## src/rtl/tile_row_fetch.sv

```systemverilog
// Row fetcher for the 80x60 tile-map SRAM: fills a ping-pong line buffer and arbitrates the SRAM port.
// Optional `TILE_FETCH_STALL_STATS_EN adds o_stall_cnt (write-granted cycles during FETCH).
module tile_row_fetch #(
    parameter int unsigned COLS         = 80,
    parameter int unsigned ROWS         = 60,
    parameter int unsigned ADDR_WIDTH   = 13,
    parameter int unsigned DATA_WIDTH   = 3,
    parameter int unsigned MAX_WR_BURST = 4
) (
    input  logic                  i_clk,
    input  logic                  i_rst,
    input  logic                  i_fetch,
    input  logic [5:0]            i_row,
    output logic                  o_busy,
    output logic                  o_fetch_done,
    input  logic                  i_swap,
    input  logic [6:0]            i_col,
    output logic [DATA_WIDTH-1:0] o_tile,
    input  logic                  i_wr_req,
    input  logic [ADDR_WIDTH-1:0] i_wr_addr,
    input  logic [DATA_WIDTH-1:0] i_wr_data,
    output logic                  o_wr_ack,
    output logic [ADDR_WIDTH-1:0] o_ram_addr,
    output logic                  o_ram_write,
    output logic [DATA_WIDTH-1:0] o_ram_data,
    input  logic [DATA_WIDTH-1:0] i_ram_data
`ifdef TILE_FETCH_STALL_STATS_EN
    ,
    output logic [15:0]           o_stall_cnt
`endif
);

    typedef enum logic [1:0] {IDLE, FETCH, DRAIN} state_t;

    localparam int unsigned BURST_W = $clog2(MAX_WR_BURST + 1);
    localparam logic [5:0] ROW_LIMIT = 6'(ROWS);
    localparam logic [6:0] COL_LIMIT = 7'(COLS);
    localparam logic [6:0] LAST_COL  = 7'(COLS - 1);
    localparam logic [BURST_W-1:0] BURST_MAX = BURST_W'(MAX_WR_BURST);

    state_t                 state_q, state_d;
    logic [6:0]             col_q, col_d;
    logic [ADDR_WIDTH-1:0]  base_q, base_d;
    logic                   target_q, target_d;
    logic                   front_q, front_d;
    logic [BURST_W-1:0]     burst_q, burst_d;
    logic                   rd_vld_q, rd_vld_d;
    logic [6:0]             rd_col_q, rd_col_d;
    logic                   done_q, done_d;
    logic [DATA_WIDTH-1:0]  tile_q;
    logic [DATA_WIDTH-1:0]  buf_q [2][COLS];
`ifdef TILE_FETCH_STALL_STATS_EN
    logic [15:0]            stall_q, stall_d;
`endif

    always_comb begin
        state_d     = state_q;
        col_d       = col_q;
        base_d      = base_q;
        target_d    = target_q;
        // Swap lands first so a same-cycle fetch targets the new back buffer.
        front_d     = front_q ^ i_swap;
        burst_d     = burst_q;
        rd_vld_d    = 1'b0;
        rd_col_d    = col_q;
        done_d      = 1'b0;
        o_ram_addr  = '0;
        o_ram_write = 1'b0;
        o_wr_ack    = 1'b0;
`ifdef TILE_FETCH_STALL_STATS_EN
        stall_d     = stall_q;
`endif
        unique case (state_q)
            FETCH: begin
                if (i_wr_req && (burst_q < BURST_MAX)) begin
                    o_ram_write = 1'b1;
                    o_wr_ack    = 1'b1;
                    o_ram_addr  = i_wr_addr;
                    burst_d     = burst_q + BURST_W'(1);
`ifdef TILE_FETCH_STALL_STATS_EN
                    if (stall_q != '1) stall_d = stall_q + 16'd1;
`endif
                end else begin
                    o_ram_addr = base_q + ADDR_WIDTH'(col_q);
                    burst_d    = '0;
                    col_d      = col_q + 7'd1;
                    rd_vld_d   = 1'b1;
                    rd_col_d   = col_q;
                    if (col_q == LAST_COL) state_d = DRAIN;
                end
            end
            default: begin
                o_ram_write = i_wr_req;
                o_wr_ack    = i_wr_req;
                if (i_wr_req) o_ram_addr = i_wr_addr;
                if (state_q == DRAIN) begin
                    state_d = IDLE;
                    done_d  = 1'b1;
                end else if (i_fetch && (i_row < ROW_LIMIT)) begin
                    state_d  = FETCH;
                    base_d   = ADDR_WIDTH'({i_row, 6'b0}) + ADDR_WIDTH'({i_row, 4'b0});
                    col_d    = '0;
                    burst_d  = '0;
                    target_d = ~front_d;
`ifdef TILE_FETCH_STALL_STATS_EN
                    stall_d  = '0;
`endif
                end
            end
        endcase
    end

    always_ff @(posedge i_clk) begin
        if (i_rst) begin
            state_q  <= IDLE;
            col_q    <= '0;
            base_q   <= '0;
            target_q <= 1'b0;
            front_q  <= 1'b0;
            burst_q  <= '0;
            rd_vld_q <= 1'b0;
            rd_col_q <= '0;
            done_q   <= 1'b0;
            tile_q   <= '0;
`ifdef TILE_FETCH_STALL_STATS_EN
            stall_q  <= '0;
`endif
        end else begin
            state_q  <= state_d;
            col_q    <= col_d;
            base_q   <= base_d;
            target_q <= target_d;
            front_q  <= front_d;
            burst_q  <= burst_d;
            rd_vld_q <= rd_vld_d;
            rd_col_q <= rd_col_d;
            done_q   <= done_d;
            tile_q   <= (i_col < COL_LIMIT) ? buf_q[front_q][i_col] : '0;
`ifdef TILE_FETCH_STALL_STATS_EN
            stall_q  <= stall_d;
`endif
        end
    end

    // Read data lands one cycle after issue; reset drops whatever is in flight.
    always_ff @(posedge i_clk) begin
        if (rd_vld_q && !i_rst) buf_q[target_q][rd_col_q] <= i_ram_data;
    end

    assign o_busy       = (state_q != IDLE);
    assign o_fetch_done = done_q;
    assign o_tile       = tile_q;
    assign o_ram_data   = i_wr_data;
`ifdef TILE_FETCH_STALL_STATS_EN
    assign o_stall_cnt  = stall_q;
`endif

endmodule

```

## config.mk

```make
export PLATFORM = sky130hd
export DESIGN_NAME = tile_row_fetch
export DESIGN_NICKNAME = d
export VERILOG_FILES = /design/src/rtl/tile_row_fetch.sv
export SDC_FILE = /design/constraint.sdc
export NUM_CORES = 1
export LEC_CHECK = 0
export CAP_MARGIN = 20
export CORE_UTILIZATION = 26
export DETAILED_ROUTE_END_ITERATION = 10
export DONT_BUFFER_PORTS = 1
export HOLD_SLACK_MARGIN = 0.03
export SYNTH_ARGS = -nofsm -noshare
export SYNTH_HDL_FRONTEND = slang
export SYNTH_SLANG_ARGS = --single-unit
```

## constraint.sdc

```tcl
create_clock -name i_clk -period 4.1 [get_ports i_clk]
set_input_delay 1.23 -clock i_clk [delete_from_list [all_inputs] [get_ports i_clk]]
set_output_delay 1.23 -clock i_clk [all_outputs]
set_load 0.03 [all_outputs]
```

==> results of run 1 <==
through the flow:
step | cells | util (%)
after floorplan | 1317 | -
after global placement | 2327 | 27.7
after detailed placement | 2327 | 27.7
after CTS | 2423 | 29.8
after global routing | 2424 | 29.8
final | 2424 | 29.8
sequential cells by signal, indices dropped and copies added, names as in the netlist:
signal,cells
buf_q,480
rd_vld_q,1
col_q,7
o_tile,3
o_fetch_done,1
base_q,9
state_q,2
front_q,1
target_q,1
burst_q,3
rd_col_q,7
routing by layer:
| metal | vias to the layer above | track usage [%] | share of wire, % |
|---|---|---|---|
| met2 | 387 | 18.6 | 46 |
| met4 | 0 | 3.75 | 2.5 |
| met1 | 5860 | 15.9 | 43 |
| met3 | 77 | 3.44 | 8.6 |
| li1 | 5125 | - | - |
| met5 | - | 0 | 0 |
cell families after synthesis:
group,after synthesis,synth area share [%]
xor gates and xnor gates,17,0.704
and+or+nand+nor,370,7.74
adders and majority gates,14,0.899
muxes,192,13.5
DFF,515,71.4
AOI/OAI and AO/OA,127,3.94
buffers and inverters,82,1.77
cells in the mapped netlist, types with 3 or more instances:
master / count / share of area (%)
a211oi_1: 3 / 0.11
a21o_1: 7 / 0.25
a21oi_1: 23 / 0.54
a22o_1: 6 / 0.25
a22oi_1: 20 / 0.71
a31oi_1: 5 / 0.15
and2_1: 4 / 0.12
and3_1: 5 / 0.15
buf_1: 4 / 0.071
buf_2: 24 / 0.57
buf_4: 8 / 0.28
clkbuf_1: 32 / 0.57
dfxtp_1: 35 / 3.3
edfxtp_1: 480 / 68
ha_1: 12 / 0.71
inv_1: 10 / 0.18
mux2_2: 9 / 0.48
mux2i_1: 110 / 5.2
mux4_1: 3 / 0.37
mux4_2: 70 / 7.5
nand2_1: 67 / 1.2
nand2b_1: 4 / 0.12
nand3_1: 28 / 0.66
nand3b_1: 5 / 0.18
nand4_1: 12 / 0.35
nor2_1: 195 / 3.5
nor2b_1: 17 / 0.50
nor3_1: 13 / 0.31
nor3b_1: 5 / 0.18
o21ai_0: 13 / 0.31
o21ai_1: 7 / 0.17
o22ai_1: 27 / 0.80
or3_1: 6 / 0.18
or3b_1: 3 / 0.12
xnor2_1: 7 / 0.29
xor2_1: 10 / 0.41
cell type report:
type / count / area, um2
clock buffers: 65 / 1370
flip-flops and latches: 515 / 15100
clock inverters: 31 / 318
diodes: 1 / 2.50
multi-input cells: 720 / 5670
repair buffers: 19 / 168
inverters: 13 / 48.8
fillers: 7796 / 56500
well taps: 1060 / 1330
how the worst max path moves through the flow:
stage	start	endpoint	slack (ps)	depth (start not counted)
3_3_place_gp	i_wr_req	o_ram_addr[12]	730	3
6_report	col_q[4]$_SDFFE_PP0P_	o_ram_addr[10]	290	7
4_1_cts	col_q[4]$_SDFFE_PP0P_	o_ram_addr[12]	250	7
5_1_grt	col_q[4]$_SDFFE_PP0P_	o_ram_addr[12]	150	7
2_1_floorplan	i_wr_req	o_ram_addr[11]	400	4
3_5_place_dp	i_col[1]	o_tile[1]$_SDFF_PP0_	650	6
worst max-delay path, cell delays in order, from the launching register on:
cell and delay, ps:
dfxtp_1 370, ha_1 250, fa_1 410, a21o_1 180, nand2_1 110, nor2_1 70
xnor2_1 120, o21ai_1 480
where the power goes:
| group | leakage (nW) | switching, mW | total (mW) | internal (mW) |
|---|---|---|---|---|
| registers | 4.60 | 0.0443 | 5.80 | 5.75 |
| logic | 2.05 | 0.257 | 0.486 | 0.229 |
| clock network | 0.824 | 2.00 | 4.69 | 2.69 |
==> impl_metrics.ini, run 1 <==
[floorplan]
fp.dieW_um = 287
dieArea_mm2 = 0.0825
initial_core_util_pct = 26.3
num_rows = 104
die_height_um = 287
core_mm2 = 0.0805
io_pins = 60

[finish]
layout_common_cells = edfxtp_1 (480), nor2_1 (195), mux2i_1 (110)
design_area_mm2 = 0.0240
drive_gt1_share_pct = 13.0
finalNetCount = 1371
layout-area-overhead-vs-synth_pct = 13.5
final_common_cell = edfxtp_1

[timing]
tns_ps = 0
max_slew_margin_pct = 26.9
setup_ws_ps = 289
min_period_ps = 3810
maxSlewViolCount = 0
final_hold_viol_count = 0
rsz0062_at_grt = no
setup-violations-final = 0
worst_pin_slew_ps = 1080
clock_skew_ps = 21.5
fin_crit_sh_pct = 93.0
fmax_mhz = 262
hold_ws_ps = 458

[clock_tree]
cts.clk_slew.worst_paths_ps = 60
cts_buffer_depth = 3
cts_buffers = 51
cts_sinks = 515
cts-root-buf = clkbuf_16
post_cts_buffers = 0
tritoncts = done
htreeDepth = 2
clk_latency_ps = 610
cts_resized = 0
hold_buffers = 0

[global_route]
grt_overflow = 0
grt_pass1_vias = 11712
groute.usage.overall_pct = 11.9
grt_max_degree = 161
antenna_found_initial = 1
grt_pass1_wl_mm = 74.3

[setup_path]
cp.arrival_ps = 2580
reg2reg_slack_ps = 1100
reg2regPathDepth = 6
timing.rr.start = front_q$_SDFF_PP0_
crit_type = reg -> out
cp_max_fo = 6
end_kind = output port
r2r_end = o_tile[1]$_SDFF_PP0_
cp.required_ps = 2870
critPathLaunchType = register

[logic_synthesis]
synth-seq-cells = 515
async_flop_share_pct = 0
synth_enable_flop_cells = 480
synthFlopType = edfxtp_1
syn_area_mm2 = 0.0212
ys_warn_count = 0
avgSynthCellArea_um2 = 16.1
synthCells = 1317
syn_nets = 1368
synth_cell_type_count = 55
ys_seq_area_share_pct = 71.4

[worst_hold_path]
hp-start = base_q[6]$_SDFFE_PP0P_
hold_path_depth = 2
min_path_type = reg -> reg
holdPathEnd = base_q[6]$_SDFFE_PP0P_

[place]
gp_routability_congestion = 0.830
post-place-ws_ps = 655
port_buffers = 0
hpwl_mm = 30.5
detailed_place.area_mm2 = 0.0223

[route]
drt_wl_total_mm = 49.5
first_iter_violations = 983
drtAntennaViolNets = 0
routedWlPerCell_um = 20.4
viasPerCell = 4.72
first_pass_iters = 5
post-route-drc-count = 0
vias = 11449

[power_and_ir_drop]
ir_drop_mv = 0.283
power_mw = 11.0
p_leak_nw = 7.47
powerDensity_mw_per_mm2 = 457

[job]
drv_cap = 0

[outcome]
status = finished, final reports clean
(Power assumes the default switching activity.)
==> run 2: changes to the inputs <==
--- a/config.mk
+++ b/config.mk
@@ -10,6 +10,8 @@
 export DETAILED_ROUTE_END_ITERATION = 10
 export DONT_BUFFER_PORTS = 1
 export HOLD_SLACK_MARGIN = 0.03
+export PLACE_DENSITY = 0.45
+export REMOVE_ABC_BUFFERS = 1
 export SYNTH_ARGS = -nofsm -noshare
 export SYNTH_HDL_FRONTEND = slang
 export SYNTH_SLANG_ARGS = --single-unit
==> constraint.sdc (replaced) <==
create_clock -name i_clk -period 3.4 [get_ports i_clk]
set_input_delay 1.02 -clock i_clk [delete_from_list [all_inputs] [get_ports i_clk]]
set_output_delay 1.02 -clock i_clk [all_outputs]
set_load 0.03 [all_outputs]
==> impl_metrics.ini, run 2 (synthesized netlist as in run 1, its figures left out) <==
[outcome]
status = finished, final reports clean

[global_route]
groute.usage.overall_pct = 13.2
grt_pass1_vias = 11957
grt_max_degree = 161
antenna_found_initial = 0
grt_pass1_wl_mm = 80.2
grt_overflow = 0

[route]
drt_wl_total_mm = 53.9
viasPerCell = 4.64
drtAntennaViolNets = 0
first_iter_violations = 781
vias = 11402
first_pass_iters = 5
post-route-drc-count = 0
routedWlPerCell_um = 21.9

[power_and_ir_drop]
power_mw = 13.7
ir_drop_mv = 0.341
powerDensity_mw_per_mm2 = 558
p_leak_nw = 7.68

[clock_tree]
clk_latency_ps = 610
cts_sinks = 515
htreeDepth = 2
cts_buffer_depth = 3
hold_buffers = 0
cts.clk_slew.worst_paths_ps = 60
cts-root-buf = clkbuf_16
tritoncts = done
cts_buffers = 56

[finish]
largest_reg_flops = 480
design_area_mm2 = 0.0245
top_regs = buf_q x480, base_q x9
finalNonFillerCells = 2459
layout_common_cells = edfxtp_1 (480), nor2_1 (194), mux2i_1 (110)
post-route-util_pct = 30.4
final_common_cell = edfxtp_1
largest-register = buf_q
drive_gt1_share_pct = 16.0
finalNetCount = 1405
layout-area-overhead-vs-synth_pct = 15.7
fill_cells = 7873
diodes = 0

[floorplan]
io_pins = 60
num_rows = 104
fp.dieW_um = 287
die_height_um = 287
initial_core_util_pct = 26.3
dieArea_mm2 = 0.0825
core_mm2 = 0.0805

[setup_path]
crit_type = reg -> out
cp.required_ps = 2380
end_kind = output port
critPathLaunchType = register
cp.arrival_ps = 2290
cp_max_fo = 3

[place]
place_inst = 2353
hpwl_mm = 33.4
post-place-ws_ps = 225
port_buffers = 0
gp_routability_congestion = 0.779
detailed_place.area_mm2 = 0.0226

[timing]
tns_ps = 0
setup_ws_ps = 91.5
min_period_ps = 3310
fmax_mhz = 302
maxSlewViolCount = 0
hold_ws_ps = 454
fin_crit_sh_pct = 97.3
setup-violations-final = 0
max_slew_margin_pct = 41.5
worst_pin_slew_ps = 875
rsz0062_at_grt = yes
final_hold_viol_count = 0
clock_skew_ps = 19.6

[worst_hold_path]
min_path_type = reg -> reg

[job]
drv_cap = 0
## run 2: cell count changes in the layout (fill, tap and decap cells not counted), sizes merged
cell	previous run	this run
buf	19	48
clkbuf	65	71
clkinvlp	1	4
inv	15	12
bufinv	5	6
diode	1	0
## run 2: layer usage
| metal | GRT usage, % | vias to the layer above | routed length [um] |
|---|---|---|---|
| met1 | 18.0 | 5855 | 24200 |
| met2 | 21.3 | 308 | 25200 |
| met4 | 2.87 | 0 | 878 |
| met3 | 3.00 | 61 | 3600 |
| met5 | 0 | - | 0 |
| li1 | - | 5178 | - |
## run 2: timing repair
item                                   CTS  global route
pin swaps                                1             6
gates resized for setup                  6            11
setup endpoints to repair                5             4
endpoints found under the hold margin    0             0
buffers inserted                         0             3
## run 2: worst paths after layout
| check | to | depth (start not counted) | from | slack [ps] |
|---|---|---|---|---|
| min | burst_q[1]$_SDFFE_PP0P_ | 2 | burst_q[1]$_SDFFE_PP0P_ | 450 |
| max | o_ram_addr[8] | 8 | col_q[4]$_SDFFE_PP0P_ | 90 |
| min reg2reg | burst_q[1]$_SDFFE_PP0P_ | 2 | burst_q[1]$_SDFFE_PP0P_ | 450 |
| max reg2reg | o_tile[2]$_SDFF_PP0_ | 8 | front_q$_SDFF_PP0_ | 620 |
## run 2: area by class of cell
type	count	area [um2]	area share, %
Clock buffer	71	1500	6.13
Multi-Input combinational cell	720	5740	23.5
Timing Repair Buffer	48	410	1.68
Inverter	13	48.8	0.199
Tap cell	1060	1330	5.42
Clock inverter	32	320	1.31
Sequential cell	515	15100	61.8
## run 2: report_power, final
part	switching, mW	total (mW)	internal [mW]
clock	2.48	6.04	3.56
combinational	0.334	0.640	0.306
sequential	0.0499	6.99	6.94
total	2.86	13.7	10.8
## run 2: worst max-delay path, stage by stage, from the launching register on
cell     delay, ps
dfxtp_4        360
ha_4           160
fa_2           360
a21o_1         200
nand2_2        100
buf_4          120
xor2_2         140
o21ai_1         70
buf_4          180
